### src/rtl/ram_responder.sv
// Big-endian byte-serial memory responder for the MOV/MOC handshake, one byte per clock.
// Optional misalignment trap is enabled with `define MISALIGN_CHECK_EN.
module ram_responder #(
  parameter int DEPTH       = 256,
  parameter int WAIT_CYCLES = 0
) (
  input  logic        CLK,
  input  logic        CLR,
  input  logic        MOV,
  input  logic        RW,
  input  logic [1:0]  typeData,
  input  logic [31:0] Address,
  input  logic [31:0] DataIn,
  output logic [31:0] DataOut,
  output logic        MOC,
  output logic        ERR,
  output logic [1:0]  state_dbg
);
  // Handshake: a request is captured on an edge with MOV=1 in IDLE (after MOV was seen
  // low in IDLE); MOC is held from DONE entry until an edge with MOV=0 returns to IDLE.
  localparam int AW = $clog2(DEPTH);
  localparam logic [15:0] WAIT_INIT = (WAIT_CYCLES > 0) ? 16'(WAIT_CYCLES - 1) : 16'd0;

  typedef enum logic [1:0] {
    S_IDLE = 2'd0,
    S_WAIT = 2'd1,
    S_XFER = 2'd2,
    S_DONE = 2'd3
  } state_t;

  state_t        state_q, state_d;
  logic [AW-1:0] addr_q, addr_d;
  logic          rw_q, rw_d;
  logic [31:0]   wdata_q, wdata_d;
  logic [31:0]   acc_q, acc_d;
  logic [31:0]   dout_q, dout_d;
  logic [1:0]    cnt_q, cnt_d;
  logic [15:0]   wait_q, wait_d;
  logic          moc_q, moc_d;
  logic          err_q, err_d;
  logic          armed_q, armed_d;
  logic          mis_q, mis_d;

  logic          mis_req;
  logic [1:0]    n_m1;
  logic [31:0]   wdata_lj;
  logic [7:0]    rd_byte;
  logic          mem_we;
  logic          unused_addr_bits;

  logic [7:0]    mem [0:DEPTH-1];

  // Address wraps mod DEPTH (DEPTH is expected to be a power of two).
  assign unused_addr_bits = ^Address[31:AW];

`ifdef MISALIGN_CHECK_EN
  assign mis_req = (typeData == 2'b01 && Address[0]) ||
                   (typeData[1] && Address[1:0] != 2'b00);
`else
  assign mis_req = 1'b0;
`endif

  // Write data is left-justified at capture so byte i is always the top byte.
  always_comb begin
    n_m1     = 2'd3;
    wdata_lj = DataIn;
    case (typeData)
      2'b00: begin
        n_m1     = 2'd0;
        wdata_lj = {DataIn[7:0], 24'h0};
      end
      2'b01: begin
        n_m1     = 2'd1;
        wdata_lj = {DataIn[15:0], 16'h0};
      end
      default: begin
        n_m1     = 2'd3;
        wdata_lj = DataIn;
      end
    endcase
  end

  assign rd_byte = mem[addr_q];
  assign mem_we  = (state_q == S_XFER) && !rw_q && !mis_q;

  always_comb begin
    state_d = state_q;
    addr_d  = addr_q;
    rw_d    = rw_q;
    wdata_d = wdata_q;
    acc_d   = acc_q;
    dout_d  = dout_q;
    cnt_d   = cnt_q;
    wait_d  = wait_q;
    moc_d   = moc_q;
    err_d   = err_q;
    armed_d = armed_q;
    mis_d   = mis_q;
    case (state_q)
      S_IDLE: begin
        moc_d = 1'b0;
        if (!MOV) armed_d = 1'b1;
        if (MOV && armed_q) begin
          addr_d  = Address[AW-1:0];
          rw_d    = RW;
          wdata_d = wdata_lj;
          acc_d   = 32'h0;
          cnt_d   = n_m1;
          wait_d  = WAIT_INIT;
          armed_d = 1'b0;
          mis_d   = mis_req;
          // A trapped access skips the wait and spends its single edge in XFER.
          if (mis_req || WAIT_CYCLES == 0) state_d = S_XFER;
          else                             state_d = S_WAIT;
        end
      end
      S_WAIT: begin
        if (wait_q == 16'd0) state_d = S_XFER;
        else                 wait_d  = wait_q - 16'd1;
      end
      S_XFER: begin
        if (mis_q) begin
          state_d = S_DONE;
          moc_d   = 1'b1;
          err_d   = 1'b1;
          mis_d   = 1'b0;
        end else begin
          acc_d   = {acc_q[23:0], rd_byte};
          wdata_d = {wdata_q[23:0], 8'h0};
          addr_d  = addr_q + AW'(1);
          if (cnt_q == 2'd0) begin
            state_d = S_DONE;
            moc_d   = 1'b1;
            if (rw_q) dout_d = {acc_q[23:0], rd_byte};
          end else begin
            cnt_d = cnt_q - 2'd1;
          end
        end
      end
      S_DONE: begin
        if (!MOV) begin
          state_d = S_IDLE;
          moc_d   = 1'b0;
          err_d   = 1'b0;
        end
      end
      default: state_d = S_IDLE;
    endcase
  end

  always_ff @(posedge CLK) begin
    if (CLR) begin
      state_q <= S_IDLE;
      addr_q  <= '0;
      rw_q    <= 1'b0;
      wdata_q <= 32'h0;
      acc_q   <= 32'h0;
      dout_q  <= 32'h0;
      cnt_q   <= 2'd0;
      wait_q  <= 16'd0;
      moc_q   <= 1'b0;
      err_q   <= 1'b0;
      armed_q <= 1'b1;
      mis_q   <= 1'b0;
    end else begin
      state_q <= state_d;
      addr_q  <= addr_d;
      rw_q    <= rw_d;
      wdata_q <= wdata_d;
      acc_q   <= acc_d;
      dout_q  <= dout_d;
      cnt_q   <= cnt_d;
      wait_q  <= wait_d;
      moc_q   <= moc_d;
      err_q   <= err_d;
      armed_q <= armed_d;
      mis_q   <= mis_d;
    end
  end

  // The array is never reset; a CLR edge suppresses the in-flight byte write.
  always_ff @(posedge CLK) begin
    if (!CLR && mem_we) mem[addr_q] <= wdata_q[31:24];
  end

  assign DataOut   = dout_q;
  assign MOC       = moc_q;
  assign ERR       = err_q;
  assign state_dbg = state_q;
endmodule

### config.mk
export PLATFORM = sky130hd
export DESIGN_NAME = ram_responder
export DESIGN_NICKNAME = d
export VERILOG_FILES = /design/src/rtl/ram_responder.sv
export SDC_FILE = /design/constraint.sdc
export NUM_CORES = 2
export LEC_CHECK = 0
export CAP_MARGIN = 15
export CORE_MARGIN = 1.5
export CORE_UTILIZATION = 40
export DETAILED_ROUTE_END_ITERATION = 16
export HOLD_SLACK_MARGIN = 0.12
export SLEW_MARGIN = 15
export SYNTH_ARGS = -nofsm -noshare
export SYNTH_HDL_FRONTEND = slang
export SYNTH_SLANG_ARGS = --single-unit
### constraint.sdc
create_clock -name CLK -period 5.8 [get_ports CLK]
set_clock_uncertainty 0.1 [all_clocks]
set_input_delay 0.58 -clock CLK [delete_from_list [all_inputs] [get_ports CLK]]
set_output_delay 0.58 -clock CLK [all_outputs]
set_load 0.05 [all_outputs]
==> run metrics <==
GP Congestion=0.8245; largest net degree at the start of global routing=257; final WL=213600 um; Setup WS pre-CTS=1372 ps; RSZ-0062 raised after global routing=false; layout filler cell count=17.66k; Rel. slew slack=16.30%; synthesis-stage register bit count=2176; f_max=222.3 MHz; post-synthesis mux area share=15.16%; adder-cell share of the synthesized area=0.08864%; TNS Setup=0 ps; IO buf count=81; Power Density=442.4 nW/um2; CTS Buffer Depth=3; Site Rows=168; EDFF count, synth=2048; CP arrival=4860 ps; worst vdd ir=0.3829 mV; worst-margin pin slew=1253 ps; 1st-pass router iterations=8; WS Path Type=reg -> reg; Seq/Total Area, Yosys=75.64%; placed wire-length estimate=127200 um; nets=4490; ys flop type=edfxtp_1; drt wl/cell=28.88 um; Worst setup SP type=register; Required @ worst endpoint=6160 ps; final setup fails=0; Min Hold Slack=263.7 ps; Max Cap Viol=0; Synth Area in XOR/XNOR=0.1344%; die height=463.1 um; Initial DRC Count=5300; placeable core area=210000 um2; Initial Utilization=40.33%; Worst setup EP type=register; Worst Hold Class=in -> reg; min cycle time layout=4499 ps; TritonCTS clock tree=yes; setup bufs post-CTS=0; fin worst setup slack=1301 ps; Async S/R FF share, synth=0%; DRC Markers=0; Final period util=77.57%; io pins=106; largest family of logic cells by synthesized area=multiplexers; area of the die=214500 um2; YS warnings=0; Clock Latency Late Sink=850 ps; Synth Net Count=4366; vias in the first global route=42.07k; Die Wd=463.1 um; CP max FO=26; clock sinks=2176; Reg clk slew, reported paths=60 ps; Root Buffer=clkbuf_16; number of buffers created by CTS=208; Vias=42.41k; status=finished, final reports clean; CTS HTree Levels=4; Pleak=0.02914 uW; initial antenna violation count=4; P&R area growth vs syn=12.36%; Overflow after GRT=0; Slew Limit Fails=0; Hold Violations, Final=0; Mean Syn Cell Area=19.74 um2; vias per cell=5.733; antenna-violating nets left=0; cell area after synthesis=84690 um2; Total GRT Usage=19.72%; first-pass GRT wire length=308300 um; complex-gate fraction of the synthesized area=3.523%; share of post-route cells with drive strength above 1=19.75%; Cells after Synth=4290; Simple-Gate Fraction of Synth Area=3.528%; Netlist cell types=69
## synthesized netlist by cell type, types with 26 or more instances
library cell  number  area (um2)
dfxtp_1          128        2562
buf_4             26       195.2
mux4_2           477       10740
buf_6             28       315.3
mux2i_1          193        1932
nor4_1            26       162.7
o22ai_1           35       219.0
clkbuf_1         122       457.9
edfxtp_1        2048       61500
a221oi_1          26       227.7
nand2_1          156       585.6
a21oi_1          116       580.6
a22oi_1           83       623.1
buf_2             55       275.3
o21ai_0           43       215.2
nor2_1           375        1408
nand3_1           29       145.1
## where the power goes
part	leakage (uW)	switching [uW]	internal [uW]
Sequential	0.0199	690	18400
Combinational	0.00599	6080	3640
Clock	0.00324	5830	7500
Total	0.0291	12600	29500
## cell families (layout without fill, tap and decap cells)
| kind of cell | after synthesis | count (layout) |
|---|---|---|
| compound gates | 437 | 437 |
| mux | 685 | 685 |
| xor+xnor | 13 | 13 |
| buf+inv | 278 | 580 |
| flops | 2176 | 2176 |
| other cells | 0 | 1 |
| fa+ha+maj | 6 | 6 |
| simple gates | 695 | 695 |
## cells in the final DEF, fill, tap and decap left out, types with 22 or more instances in the layout
master | Yosys | routed
a221oi_1 | 26 | 26
o22ai_1 | 35 | 35
mux4_2 | 477 | 477
a21oi_1 | 116 | 116
clkinv_2 | 0 | 35
clkinv_1 | 0 | 47
clkdlybuf4s50_1 | 0 | 80
nor2_1 | 375 | 371
clkbuf_1 | 122 | 58
clkbuf_16 | 0 | 213
edfxtp_1 | 2048 | 2048
o21ai_0 | 43 | 43
a22oi_1 | 83 | 83
buf_12 | 5 | 22
nand3_1 | 29 | 29
mux2i_1 | 193 | 193
nor3_1 | 23 | 22
a22o_1 | 23 | 23
buf_4 | 26 | 70
dfxtp_1 | 128 | 114
nand2_1 | 156 | 151
nor4_1 | 26 | 26
## area by class of cell
class | instances | area (um2) | area share [%]
clock buffer | 275 | 5603 | 5.888
antenna | 1 | 2.502 | 0.002630
tap | 2805 | 3510 | 3.688
inverter | 17 | 63.81 | 0.06705
sequential | 2176 | 64110 | 67.37
multi-input combinational | 1836 | 19050 | 20.02
timing repair buffer | 175 | 1809 | 1.901
clock inverter | 113 | 1011 | 1.062
## worst max-delay path: stages, from the launching register on
cell and delay (ps):
dfxtp_1 680, nand2b_1 110, buf_4 250, or2_2 340, nor4b_1 730, nand2_2 870
nor2_1 1000
## layer usage
layer / up-vias / wire length (um) / track usage [%]
li1: 17860 / - / -
met1: 22740 / 91880 / 28.78
met2: 1531 / 101300 / 30.52
met3: 281 / 14740 / 3.215
met4: 0 / 5716 / 5.871
met5: - / 0 / 0
## worst paths after layout
kind,start,end,slack [ps],cells past startpoint
setup / recovery,state_dbg[1],mem[200][4],1300,6
hold / removal,RW,rw_q,260,3
setup reg to reg,state_dbg[1],mem[200][4],1300,6
hold reg to reg,wdata_q[6],wdata_q[6],350,2
## repair_timing
action                    in CTS  in global routing
resized for setup              0                  0
hold buffers                   1                  0
hold endpoints to repair       6                  0
## stage by stage
| stage | cells | utilization, % | total power [uW] | cell area [um2] |
|---|---|---|---|---|
| after floorplan | 4290 | - | 25710 | 84690 |
| after global placement | 7007 | 42.15 | 29010 | 88500 |
| after detailed placement | 7007 | 42.15 | 29130 | 88500 |
| after CTS | 7396 | 45.30 | 42330 | 95130 |
| after global routing | 7397 | 45.32 | 43430 | 95160 |
| final | 7398 | 45.32 | 42100 | 95160 |
## flip-flops by register name, indices dropped and copies added, names as in the netlist, named ones only
name,cells
mem,2048
state_dbg,2
rw_q,1
cnt_q,2
MOC,1
wdata_q,32
armed_q,1
acc_q,24
DataOut,32
addr_q,8
wait_q,16
ERR,1
No activity file was read; power rests on OpenSTA's default activity.
